### config.mk
export PLATFORM = sky130hd
export DESIGN_NAME = bus_gate_arbiter_flat
export DESIGN_NICKNAME = d
export VERILOG_FILES = /design/src/rtl/bus_gate_arbiter_if.sv /design/src/rtl/bus_gate_arbiter.sv /design/src/flat_wrapper.sv
export SDC_FILE = /design/constraint.sdc
export NUM_CORES = 1
export LEC_CHECK = 0
export CORE_MARGIN = 2
export CORE_UTILIZATION = 46
export CTS_CLUSTER_SIZE = 16
export DETAILED_ROUTE_END_ITERATION = 10
export PLACE_DENSITY = 0.74
export SKIP_LAST_GASP = 1
export SYNTH_ARGS = -nofsm -noshare
export SYNTH_HDL_FRONTEND = slang
export SYNTH_SLANG_ARGS = --single-unit
### constraint.sdc
create_clock -name clk -period 2.45 [get_ports clk]
set_input_delay 0.49 -clock clk [delete_from_list [all_inputs] [get_ports clk]]
set_output_delay 0.49 -clock clk [all_outputs]
set_load 0.02 [all_outputs]
### src/rtl/bus_gate_arbiter_if.sv
`default_nettype none
// ============================================================================
//  Module      : bus_gate_arbiter_if
//  Description : Request/release/gate-select bundle between the four LC-3 bus
//                drivers and the bus gate arbiter.
//  Revision    : 1.0  initial release
// ============================================================================
interface bus_gate_arbiter_if;
    logic [3:0] req;       // [3]=PC [2]=Adder [1]=ALU [0]=MDR, level requests
    logic [3:0] done;      // release strobes, same bit order
    logic [3:0] gate;      // one-hot (or zero) gate select to the bus mux
    logic [1:0] owner;     // index of the most recent grantee
    logic       bus_idle;  // high whenever no driver is gated
    logic       preempt;   // pulses in the turnaround after a forced release

    // Arbiter side
    modport master (
        input  req,
        input  done,
        output gate,
        output owner,
        output bus_idle,
        output preempt
    );

    // Bus-driver side
    modport slave (
        output req,
        output done,
        input  gate,
        input  owner,
        input  bus_idle,
        input  preempt
    );
endinterface
`default_nettype wire

### src/rtl/bus_gate_arbiter.sv
`default_nettype none
// ============================================================================
//  Module      : bus_gate_arbiter
//  Description : Round-robin arbiter for the shared 16-bit datapath bus.
//                Grants one driver at a time with a bounded tenure and
//                inserts one dead cycle between any two grants.
//  Revision    : 1.0  initial release
// ============================================================================
module bus_gate_arbiter #(
    parameter int HOLD_MAX = 4   // tenure limit before preemption, 1..15
) (
    input  wire logic          clk,
    input  wire logic          rst,
    bus_gate_arbiter_if.master bus
);

    localparam logic [1:0] c_IDLE  = 2'd0;
    localparam logic [1:0] c_GRANT = 2'd1;
    localparam logic [1:0] c_TURN  = 2'd2;
    localparam logic [3:0] c_HOLD  = 4'(HOLD_MAX);

    // Registered state. owner_q doubles as the "last granted" pointer that
    // anchors the round-robin search, since both are updated on every grant.
    logic [1:0] state_q,    state_d;
    logic [3:0] gate_q,     gate_d;
    logic [1:0] owner_q,    owner_d;
    logic [3:0] cnt_q,      cnt_d;
    logic       preempt_q,  preempt_d;
    logic       bus_idle_q, bus_idle_d;

    logic [1:0] w_win_idx;
    logic       w_win_any;
    logic [3:0] w_owner_oh;
    logic       w_rel_a;
    logic       w_others;
    logic       w_rel_b;

    // Round-robin winner: search from owner-1 downward with wrap, owner last
    always_comb begin
        logic [1:0] idx;
        idx       = '0;
        w_win_idx = owner_q;
        w_win_any = 1'b0;
        for (int i = 1; i <= 4; i++) begin
            idx = owner_q - 2'(i);
            if (!w_win_any && bus.req[idx]) begin
                w_win_any = 1'b1;
                w_win_idx = idx;
            end
        end
    end

    // Release conditions for the current owner while it holds the bus
    always_comb begin
        w_owner_oh = 4'b0001 << owner_q;
        w_rel_a    = bus.done[owner_q] | ~bus.req[owner_q];
        w_others   = |(bus.req & ~w_owner_oh);
        w_rel_b    = (cnt_q == c_HOLD) && w_others && !w_rel_a;
    end

    // Next-state logic for the IDLE / GRANT / TURN sequencer
    always_comb begin
        state_d   = state_q;
        gate_d    = gate_q;
        owner_d   = owner_q;
        cnt_d     = cnt_q;
        preempt_d = 1'b0;

        case (state_q)
            c_IDLE, c_TURN: begin
                // Gate is always low here; a grant is issued only from these
                // states, which is what guarantees the dead cycle.
                gate_d = '0;
                cnt_d  = '0;
                if (w_win_any) begin
                    state_d = c_GRANT;
                    owner_d = w_win_idx;
                    gate_d  = 4'b0001 << w_win_idx;
                    cnt_d   = 4'd1;
                end else begin
                    state_d = c_IDLE;
                end
            end

            c_GRANT: begin
                if (w_rel_a || w_rel_b) begin
                    state_d   = c_TURN;
                    gate_d    = '0;
                    cnt_d     = '0;
                    preempt_d = w_rel_b;
                end else if (cnt_q != c_HOLD) begin
                    cnt_d = cnt_q + 4'd1;
                end
            end

            default: begin
                state_d = c_IDLE;
                gate_d  = '0;
                cnt_d   = '0;
            end
        endcase

        bus_idle_d = ~|gate_d;
    end

    // State registers with synchronous reset
    always_ff @(posedge clk) begin
        if (rst) begin
            state_q    <= c_IDLE;
            gate_q     <= '0;
            owner_q    <= '0;
            cnt_q      <= '0;
            preempt_q  <= 1'b0;
            bus_idle_q <= 1'b1;
        end else begin
            state_q    <= state_d;
            gate_q     <= gate_d;
            owner_q    <= owner_d;
            cnt_q      <= cnt_d;
            preempt_q  <= preempt_d;
            bus_idle_q <= bus_idle_d;
        end
    end

    assign bus.gate     = gate_q;
    assign bus.owner    = owner_q;
    assign bus.bus_idle = bus_idle_q;
    assign bus.preempt  = preempt_q;

endmodule
`default_nettype wire

### src/flat_wrapper.sv
// flat-port wrapper written by rule: the top's interface ports become plain ports
module bus_gate_arbiter_flat 
#(
    parameter int HOLD_MAX = 4                                           
)
  (clk, rst, bus_req, bus_done, bus_gate, bus_owner, bus_bus_idle, bus_preempt);
  bus_gate_arbiter_if bus_i ();
  input  wire logic clk;
  input  wire logic rst;
  input wire logic [$bits(bus_i.req)-1:0] bus_req;
  input wire logic [$bits(bus_i.done)-1:0] bus_done;
  output wire logic [$bits(bus_i.gate)-1:0] bus_gate;
  output wire logic [$bits(bus_i.owner)-1:0] bus_owner;
  output wire logic [$bits(bus_i.bus_idle)-1:0] bus_bus_idle;
  output wire logic [$bits(bus_i.preempt)-1:0] bus_preempt;
  assign bus_i.req = bus_req;
  assign bus_i.done = bus_done;
  assign bus_gate = bus_i.gate;
  assign bus_owner = bus_i.owner;
  assign bus_bus_idle = bus_i.bus_idle;
  assign bus_preempt = bus_i.preempt;
  bus_gate_arbiter #(.HOLD_MAX(HOLD_MAX)) u_core (.clk(clk), .rst(rst), .bus(bus_i));
endmodule
==> run_results.csv <==
group,metric,value,unit
power_and_ir_drop,switching_share,42.90,%
worst_setup_path,cp_cell_sequence,"clkdlybuf4s50_1 > mux4_1 > nand2b_1 > a211oi_1 > o21bai_1 > a21oi_1",
power_and_ir_drop,p_leak,0.4817,nW
worst_setup_path,cp_top_family,"compound AO/OA/AOI/OAI gates",
clocking,hold_buffers,0,
clocking,clockBufferDepth,2,
worst_setup_path,startpoint,"bus_req[3]",
route,vias_per_cell,5.583,
cells_and_area,final_core_util,64.27,%
grt,grt_pass1_vias,808,
cells_and_area,design_area,1274,um^2
worst_setup_path,worst-path-buf-inv,1,
timing,fin_hold_ws,0.4781,ns
route,ant_nets,0,
clocking,cts_htree_levels,1,
worst_setup_path,slowest_delay,0.56,ns
worst_hold_path,hp-start,"u_core.bus.gate[2]",
worst_setup_path,r2r-end,"u_core.bus.gate[1]",
grt,overflow,0,
timing,skew,0.003401,ns
route,drt_iter0_drc,33,
grt,grt_usage,19.08,%
timing,timing_hold_violations_final,0,
synth,synth-xor-area-share,1.795,%
worst_setup_path,critPathSlowestCell,"mux4_1",
synth,avgSynthCellArea,10.17,um^2
synth,synthMuxAreaShare,19.36,%
placed_design,postPlaceCellArea,1251,um^2
die,die_height,50.06,um
clocking,clk_pin_slew,0.08,ns
clocking,post-cts-setup-buffers,0,
synth,synth.distinct_cells,31,
clocking,post_cts_resized,0,
die,die_w,50.06,um
cells_and_area,num_antenna_cells,0,
cells_and_area,drive_gt1_share,20.97,%
timing,timing.fmax,452.4,MHz
worst_hold_path,hold_end,"u_core.bus.gate[2]",
power_and_ir_drop,p_seq_share,23.3,%
synth,synth_compound_area_share,22.69,%
die,ios,18,
worst_setup_path,worstReg2RegStart,"u_core.bus.owner[0]",
synth,yosys_warnings,0,
synth,ys_seq_elements,14,
synth,synth_top_family_by_area,"compound AO/OA/AOI/OAI gates",
worst_setup_path,reg2reg_slack,0.27,ns
synth,syn_nets,112,
timing,worst_pin_slew,0.4009,ns
power_and_ir_drop,pwr_density_cell,1146,nW/um^2
worst_setup_path,required,2.65,ns
placed_design,gp_congestion,0.8703,
clocking,tritoncts,"yes",
grt,grt_max_degree,15,
power_and_ir_drop,clkPwrFrac,8.4,%
power_and_ir_drop,ir_worst_vdd,0.6450,mV
run_status,outcome,"completed",
synth,synth_seq_area_share,28.72,%
timing,fin_ws,0.2395,ns
die,rows,16,
power_and_ir_drop,total_power,1.460,mW
clocking,cts-root-buf,"clkbuf_4",
placed_design,portBuffers,17,
timing,post-route-period-util,90.22,%
route,drc,0,
route,wl_per_cell,13.97,um
job,drv_cap,0,
placed_design,place_ws,-0.04298,ns
worst_setup_path,cp.arrival,2.41,ns
synth,synth_cells,96,
worst_setup_path,reg2reg_depth,7,
placed_design,dp_hpwl,1695,um
cells_and_area,area_growth,30.51,%
route,dr.pass1.iters,4,
grt,antenna_found_initial,0,
timing,grt_setup_unrepaired,"false",
worst_setup_path,critPathLaunchType,"input pin",
die,start_util,49.24,%
power_and_ir_drop,internal_power,0.8336,mW
synth,syn_area,975.9,um^2
grt,grt_pass1_wl,3629,um
worst_setup_path,end_kind,"flop",
timing,finalMaxSlewViolations,0,
timing,setup_viol,0,
worst_setup_path,crit_fanout,8,
timing,min_period,2.210,ns
die,core,1982,um^2
synth,synth_simple_gate_area_share,16.28,%
clocking,clk_latency,0.27,ns
power_and_ir_drop,switching_power,0.6262,mW
die,die_area,2506,um^2
clocking,numCtsBuffers,3,
worst_hold_path,whs_path_depth,2,
timing,slew_headroom,72.92,%
worst_setup_path,critPathKind,"in2reg",
worst_hold_path,min_path_type,"reg2reg",
clocking,clkSinkCount,14,
synth,synthAdderAreaFrac,7.692,%
power_and_ir_drop,comb_power_share,68.2,%
cells_and_area,fin_nets,142,
route,drt_wl_total,2110,um
route,vias,843,
power groups by stage:
stage	Combinational, mW	Clock, mW	Sequential, mW
3_5_place_dp	0.996	0	0.346
3_3_place_gp	0.965	0	0.342
4_1_cts	1.00	0.128	0.340
6_report	0.996	0.123	0.341
2_1_floorplan	0.617	0	0.417
5_1_grt	1.08	0.143	0.346
cells in the mapped netlist:
library cell	n	area share, %
nand2_1	6	2.3
mux2i_1	2	2.1
nor3_1	2	1.0
and4b_1	1	1.0
inv_1	6	2.3
a41oi_1	1	0.90
a21oi_1	9	4.6
a2111oi_4	1	2.8
dfxtp_1	14	29
nand3_1	2	1.0
a21o_2	1	0.90
a211oi_1	3	2.3
mux4_1	3	8.1
o21ai_1	1	0.51
o41ai_4	1	2.8
xnor2_1	2	1.8
ha_1	6	7.7
nor2_1	7	2.7
o41ai_1	1	0.90
mux2_2	4	4.6
buf_6	1	1.2
mux4_2	2	4.6
a32o_1	1	1.0
nand2b_1	9	5.8
a22oi_1	1	0.77
a21o_1	1	0.77
nor3_4	1	1.7
o21bai_1	2	1.5
o21ai_0	3	1.5
a211oi_2	1	1.3
nand3b_1	1	0.77
cells by family after synthesis:
family | Yosys count
adder cells (fa/ha/maj) | 6
flip-flops | 14
AND/OR/NAND/NOR | 29
AO/OA/AOI/OAI | 27
XOR/XNOR | 2
buffers and inverters | 7
multiplexers | 11
through the flow:
stage	instances	TNS, ns
3_3_place_gp	148	0
5_1_grt	151	0
4_1_cts	151	0
6_report	151	0
3_5_place_dp	148	-0.08754
2_1_floorplan	96	0
metal layers:
layer	wire length, um	GRT usage (%)
met5	0	0
met4	14	5.556
met3	107	4.545
met2	1082	32.46
met1	905	23.67
worst reg2reg max path: stages, from the launching register on:
cell and delay [ns]:
dfxtp_2 0.33, inv_1 0.07, ha_4 0.31, mux4_2 0.51
nand2b_1 0.22, a2111oi_4 0.43, o21bai_1 0.10, a21oi_1 0.14
worst max-delay path by stage:
stage	cells past startpoint	slack, ns	end
after floorplan	8	0.03	u_core.bus.gate[1]
after global placement	6	0.04	u_core.bus.gate[3]
after detailed placement	6	-0.04	u_core.bus.gate[3]
after CTS	6	0.24	u_core.bus.gate[1]
after global routing	6	0.10	u_core.bus.gate[3]
final	6	0.24	u_core.bus.gate[1]
area by class of cell:
class	count	area, um^2
timing repair buffer	26	237.7
sequential	14	282.8
multi-input combinational	75	674.4
fill	169	708.2
clock buffer	3	22.52
tap	27	33.78
inverter	6	22.52
sequential cells by signal, indices dropped and copies added (netlist names):
| name | flops |
|---|---|
| u_core.bus.gate | 4 |
| u_core.cnt_q | 4 |
| u_core.bus.owner | 2 |
| u_core.state_q | 2 |
| u_core.bus.bus_idle | 1 |
| u_core.bus.preempt | 1 |
cell usage in the layout (no fill, tap or decap), types with 2 or more instances in the layout:
master           Yosys  routed
o21ai_0              3       3
inv_1                6       6
dfxtp_2              0       2
mux2i_1              2       2
nand2_1              6       6
clkdlybuf4s50_1      0      17
mux4_2               2       2
a211oi_1             3       3
nor2_1               7       7
a21oi_1              9       9
o21bai_1             2       2
mux2_2               4       4
ha_1                 6       5
clkbuf_4             0       3
dfxtp_1             14      12
buf_4                0       9
mux4_1               3       3
nand2b_1             9       9
nor3_1               2       2
xnor2_1              2       2
nand3_1              2       2
No activity file was read; power rests on OpenSTA's default activity.
